**config.mk**
```make
export PLATFORM = sky130hd
export DESIGN_NAME = counter_seq_ctrl
export DESIGN_NICKNAME = d
export VERILOG_FILES = /design/src/rtl/counter_ctrl_pkg.sv /design/src/rtl/counter8_dp.sv /design/src/rtl/counter_seq_ctrl.sv
export SDC_FILE = /design/constraint.sdc
export NUM_CORES = 1
export LEC_CHECK = 0
export CORE_MARGIN = 3
export CORE_UTILIZATION = 48
export CTS_BUF_LIST = sky130_fd_sc_hd__clkbuf_16
export CTS_CLUSTER_DIAMETER = 150
export DETAILED_ROUTE_END_ITERATION = 7
export PLACE_DENSITY = 0.87
export SLEW_MARGIN = 25
export SYNTH_ARGS = -nofsm -noshare
export SYNTH_HDL_FRONTEND = slang
export SYNTH_SLANG_ARGS = --single-unit
export TNS_END_PERCENT = 10
```
**constraint.sdc**
```tcl
create_clock -name clk -period 2.47 [get_ports clk]
set_input_delay 0.494 -clock clk [delete_from_list [all_inputs] [get_ports clk]]
set_output_delay 0.494 -clock clk [all_outputs]
set_load 0.01 [all_outputs]
```
**src/rtl/counter_ctrl_pkg.sv**
```systemverilog
// Shared definitions for the counter sequencer: FSM states, command codes
// and default widths.
package counter_ctrl_pkg;

    localparam int WIDTH_DEF = 8;
    localparam int DIV_W_DEF = 4;

    typedef enum logic [2:0] {
        ST_IDLE  = 3'd0,
        ST_LOAD  = 3'd1,
        ST_RUN   = 3'd2,
        ST_PAUSE = 3'd3,
        ST_DONE  = 3'd4
    } state_t;

    typedef enum logic [1:0] {
        OP_START  = 2'b00,
        OP_STOP   = 2'b01,
        OP_PAUSE  = 2'b10,
        OP_RESUME = 2'b11
    } op_t;

endpackage

```
**src/rtl/counter8_dp.sv**
```systemverilog
// Counter datapath: parallel load or +/-1 step, wrapping modulo 2^WIDTH.
// The next value is exposed so the controller can detect a terminal write
// in the same cycle it happens.
module counter8_dp #(
    parameter int WIDTH = 8
) (
    input  logic             clk,
    input  logic             rst,
    input  logic             load_i,
    input  logic             en_i,
    input  logic             dir_i,
    input  logic [WIDTH-1:0] ld_val_i,
    output logic [WIDTH-1:0] count_o,
    output logic [WIDTH-1:0] count_nxt_o
);

    logic [WIDTH-1:0] count_q;
    logic [WIDTH-1:0] count_d;

    // Load wins over a step; otherwise count up or down with natural wrap.
    always_comb begin
        count_d = count_q;
        if (load_i) begin
            count_d = ld_val_i;
        end else if (en_i) begin
            count_d = dir_i ? (count_q - WIDTH'(1)) : (count_q + WIDTH'(1));
        end
    end

    // Counter register.
    always_ff @(posedge clk or posedge rst) begin
        if (rst) begin
            count_q <= '0;
        end else begin
            count_q <= count_d;
        end
    end

    assign count_o     = count_q;
    assign count_nxt_o = count_d;

endmodule

```
**src/rtl/counter_seq_ctrl.sv**
```systemverilog
// Command-driven counter sequencer: START/STOP/PAUSE/RESUME control, a
// prescaler that gates count steps, one-shot or periodic operation and a
// one-cycle terminal-count strobe aligned with count==term.
module counter_seq_ctrl
    import counter_ctrl_pkg::*;
#(
    parameter int WIDTH = WIDTH_DEF,
    parameter int DIV_W = DIV_W_DEF
) (
    input  logic             clk,
    input  logic             rst,
    input  logic             cmd_valid,
    output logic             cmd_ready,
    input  logic [1:0]       cmd_op,
    input  logic [WIDTH-1:0] cfg_load,
    input  logic [WIDTH-1:0] cfg_term,
    input  logic             cfg_dir,
    input  logic             cfg_mode,
    input  logic [DIV_W-1:0] cfg_div,
    output logic [WIDTH-1:0] count,
    output logic             busy,
    output logic             done,
    output logic             tc_pulse
);

    state_t           state_q, state_d;
    logic [DIV_W-1:0] psc_q, psc_d;
    logic [WIDTH-1:0] load_q, load_d;
    logic [WIDTH-1:0] term_q, term_d;
    logic             dir_q, dir_d;
    logic             mode_q, mode_d;
    logic [DIV_W-1:0] div_q, div_d;
    logic             tc_q, tc_d;

    logic             accept;
    logic             step;
    logic             reload;
    logic             dp_load;
    logic             dp_en;
    logic             hit;
    logic [WIDTH-1:0] count_nxt;

    counter8_dp #(.WIDTH(WIDTH)) u_dp (
        .clk        (clk),
        .rst        (rst),
        .load_i     (dp_load),
        .en_i       (dp_en),
        .dir_i      (dir_q),
        .ld_val_i   (load_q),
        .count_o    (count),
        .count_nxt_o(count_nxt)
    );

    // Any accepted command suppresses the step of that cycle, so a STOP or
    // restart landing on a step edge never moves count or fires tc_pulse.
    assign cmd_ready = (state_q != ST_LOAD);
    assign accept    = cmd_valid && cmd_ready;
    assign step      = (state_q == ST_RUN) && (psc_q == div_q) && !accept;
    assign reload    = step && mode_q && (count == term_q);
    assign dp_load   = (state_q == ST_LOAD) || reload;
    assign dp_en     = step && !reload;
    assign hit       = (dp_load || dp_en) && (count_nxt == term_q);

    // Next-state, prescaler and shadow-register logic; commands override.
    always_comb begin
        state_d = state_q;
        psc_d   = psc_q;
        load_d  = load_q;
        term_d  = term_q;
        dir_d   = dir_q;
        mode_d  = mode_q;
        div_d   = div_q;
        tc_d    = hit;

        case (state_q)
            ST_LOAD: begin
                psc_d   = '0;
                state_d = (hit && !mode_q) ? ST_DONE : ST_RUN;
            end
            ST_RUN: begin
                if (!accept) begin
                    psc_d = (psc_q == div_q) ? '0 : (psc_q + DIV_W'(1));
                end
                if (hit && !mode_q) begin
                    state_d = ST_DONE;
                end
            end
            default: ;
        endcase

        if (accept) begin
            case (op_t'(cmd_op))
                OP_START: begin
                    load_d  = cfg_load;
                    term_d  = cfg_term;
                    dir_d   = cfg_dir;
                    mode_d  = cfg_mode;
                    div_d   = cfg_div;
                    state_d = ST_LOAD;
                end
                OP_STOP:   state_d = ST_IDLE;
                OP_PAUSE:  if (state_q == ST_RUN)   state_d = ST_PAUSE;
                OP_RESUME: if (state_q == ST_PAUSE) state_d = ST_RUN;
                default: ;
            endcase
        end
    end

    // Control and shadow registers.
    always_ff @(posedge clk or posedge rst) begin
        if (rst) begin
            state_q <= ST_IDLE;
            psc_q   <= '0;
            load_q  <= '0;
            term_q  <= '0;
            dir_q   <= 1'b0;
            mode_q  <= 1'b0;
            div_q   <= '0;
            tc_q    <= 1'b0;
        end else begin
            state_q <= state_d;
            psc_q   <= psc_d;
            load_q  <= load_d;
            term_q  <= term_d;
            dir_q   <= dir_d;
            mode_q  <= mode_d;
            div_q   <= div_d;
            tc_q    <= tc_d;
        end
    end

    assign busy     = (state_q == ST_LOAD) || (state_q == ST_RUN) || (state_q == ST_PAUSE);
    assign done     = (state_q == ST_DONE);
    assign tc_pulse = tc_q;

endmodule
```
==> results list <==
* Antenna diode count: 0
- Number of warning messages in the yosys log: 0
* Post-layout net count: around 370
- Once routing completed, OpenROAD measured the worst setup slack at -290.9 ps.
- The biggest area contributor in the post-synthesis netlist is dfrtp_1.
- Clk root buf: clkbuf_16
- Synthesized area: 2331 sq um
- Counting distinct cell types in the post-synthesis netlist gives 53.
* Number of global-route vias before repair: ~2.3k
* I/O pin count: 39
- At the end of routability-driven placement, the weighted congestion stood at about 1.1.
- In the final timing run, aggregate negative setup slack is -596.4 ps.
- The share of synthesized area in the top cell type comes to 40.79%.
- WP data required: 2630 ps
* Post-synth net total: 263
- Total clock buffers created by CTS: 5
- Counting cells, the worst reg-to-reg path comes to 8.
- Start point of the critical path: div_q[3]
* Worst setup EP type: flip-flop
* Dpl hpwl: 5112 microns
- Period Utilization, post-route: 111.8%
- In this run the number of H-tree levels came out at 2.
- CP max stage delay: 590 ps
* Final setup vio count: 3
* Worst EP arrival: 2920 ps
- In this run the most critical hold path is launched from div_q[3].
- Using the TritonRoute via totals, the vias-per-cell ratio works out to 5.768.
- Core region area: 4534 sq um
- Status: finished with violations
- Skew-Pair Late Insertion Delay: about 280 ps
- Share of final-layout standard cells stronger than drive strength 1: between 40% and 50%
- Time the worst path needs with I/O delays and setup: between 2000 and 3000 ps
* Worst-case clock skew: 4.385 ps
- Cells along the critical path: xnor2_1 -> nand4_1 -> or4_4 -> a21bo_1 -> and4_1 -> or4_4 -> nor4_4 -> nor2_1
- For this run, the detailed router's first-pass iteration total came to 4.
- After detailed routing, the average wire length per cell comes to approximately 18 microns.
- The number of antenna violations at the first check in global routing was 0.
* Crit Path Class: flip-flop to flip-flop
- Maximum number of pins on one net before global-route repair: 39
- Setup repair after global routing could not meet its margin everywhere.
- The startpoint identified for the worst register-to-register timing path is div_q[3].
- After the first detailed-routing iteration, the DRC count stood at 172.
- Across the run, the number of max-cap violations was 0.
- TritonCTS clock tree: built
- Counting instances, the worst hold path has a depth of 1.
* Global-route wire length before repair: ~11000 microns
- After clock tree synthesis, the clock-pin slew on the worst setup and hold paths is 60 ps.
- Dominant register cell in the synthesized netlist: dfrtp_1
* Antenna violation net count after detailed routing: 0
- GRT Overall Usage: 26.44%
- The worst setup path is launched from a flip-flop.
* Number of max-slew violations in the final report: 0
- Port buffer count: 38
- Vertical die dimension: about 76 microns
* Starting density of the core: 51.41%
- Leakage power summed over all cells: about 1.6 nW
- The initialized floorplan defines 24 standard-cell rows.
- Overall Power: slightly below 5 mW
- For this run, the register share of the synthesized area comes to between 40% and 50%.
* Async S/R FF share, synth: 100.0%
- Achievable frequency: 0.3622 GHz
- Max clock buf depth: 2
* Total wirelength of the detailed-routed design: ~7500 microns
- Along the worst path, the maximum fanout reaches 2.
* Slowest stage cell, crit path: or4_4
- DRC Markers: 0
- Relative max-transition margin: 67.49%
* Die boundary width: 75.69 microns
* Worst vdd ir: 733.3 uV
- The hold violation count in the final report was 0.
- Register bit total from synthesis: 38
* Total of hold buffers inserted after clock tree synthesis: 0
- CTS sink cnt: 38
- At the pin with the least slew margin, the transition time is 487.7 ps.
- The library cell used most frequently in the layout, excluding fill and tap cells, is buf_4.
- Averaged over all synthesized cells, the footprint is 10.22 sq um.
- In the synthesized netlist, the number of instances is between 200 and 250.
* Most common cell on crit path: or4_4
- Number of synthesized flops with an enable pin: 0
- Congestion Overflow GR: 0
* Highest-count cells in the layout ignoring fill and taps: buf_4, clkdlybuf4s50_1, dfrtp_1
- Synth top area cells: dfrtp_1, mux2_2, xnor2_1
- Path class of the lowest-slack min-delay path: flip-flop to flip-flop
- For this design the ratio of total power to cell area is 1334 nW/um^2.
- The die covers roughly 5700 sq um.
- The checks that failed: setup timing.
- Via count: roughly 2.3k
- Relative to the synthesized area, the layout overhead comes to 58.02%.
path summary, 6_finish.rpt:
| path | to | slack (ps) |
|---|---|---|
| worst max-delay path | state_q[1] | -290 |
| worst min-delay path | div_q[3] | 530 |
| worst max register to register | state_q[1] | -290 |
| worst min register to register | div_q[3] | 530 |
| max in group asynchronous | u_dp.count_o[6] | 1450 |
| min in group asynchronous | psc_q[2] | 650 |
flip-flops by register name, indices dropped and copies added, names as in the netlist, named ones only:
name	cells
dir_q	1
psc_q	4
term_q	8
mode_q	1
u_dp.count_o	8
state_q	2
tc_pulse	1
div_q	4
load_q	8
critical path: cells and delay by family, from the launching register on:
kind             cells  cell delay, ps
XOR/XNOR             1             220
AO/OA/AOI/OAI        1             220
AND/OR/NAND/NOR      6            1810
flip-flops           1             380
through the flow:
step | hold slack, ps | setup WS (ps) | instance area [sq um] | util (%) | cells
2_1_floorplan | 472.6 | -218.2 | 2331 | - | 228
3_3_place_gp | 509.8 | -657.5 | 3279 | 72.32 | 393
3_5_place_dp | 516.5 | -683.7 | 3279 | 72.32 | 393
4_1_cts | 531.1 | -252.4 | 3538 | 78.04 | 405
5_1_grt | 540.2 | -389.5 | 3684 | 81.24 | 405
6_report | 527.9 | -290.9 | 3684 | 81.24 | 405
area by class of cell:
type | count | area (sq um)
well taps | 65 | 81.33
clock buffers | 5 | 125.1
repair buffers | 110 | 930.9
flip-flops and latches | 38 | 954.7
clock inverters | 3 | 41.29
inverters | 9 | 33.78
multi-input cells | 175 | 1516
fillers | 268 | 850.8
logic make-up after synthesis:
group | synth area share, %
AND/OR/NAND/NOR | 18.95
AO/OA/AOI/OAI | 14.65
flip-flops | 40.79
multiplexers | 10.63
XOR/XNOR | 7.891
buffers and inverters | 2.469
adder cells (fa/ha/maj) | 4.616
power by group:
part	switching (mW)	internal [mW]	leakage, nW
sequential	0.294	0.862	0.459
clock	0.254	0.472	0.0812
combinational	1.37	1.66	1.06
layer usage:
layer	share of wire [%]	up-vias	global-route usage (%)
met5	0	-	0
met4	3.1	0	10.68
met3	5.8	26	3.694
met2	51	102	45.35
met1	40	1139	33.53
li1	-	1069	-
cells in the mapped netlist, types with 2 or more instances:
master,number
nand3_1,8
mux2_2,22
or4_1,2
nand4_1,4
inv_1,8
a31oi_1,3
buf_1,2
nand2_1,11
nor4_1,2
clkbuf_1,3
o21ai_0,5
o21a_1,3
a21o_1,4
a21boi_0,2
or3b_2,2
or2_2,3
a311o_1,3
a211oi_1,2
nor2_1,11
a21oi_1,13
o32ai_1,2
nor3_1,11
nand2b_1,2
ha_1,7
or3_1,4
xor2_1,7
xnor2_1,14
and2_1,5
and4_1,2
dfrtp_1,38
what timing repair did:
action,in CTS,in global routing
pin swaps,7,18
cloned,0,0
resized for setup,12,26
buffers inserted,4,1
setup endpoints to repair,3,3
Power figures use the tool's default switching activity.
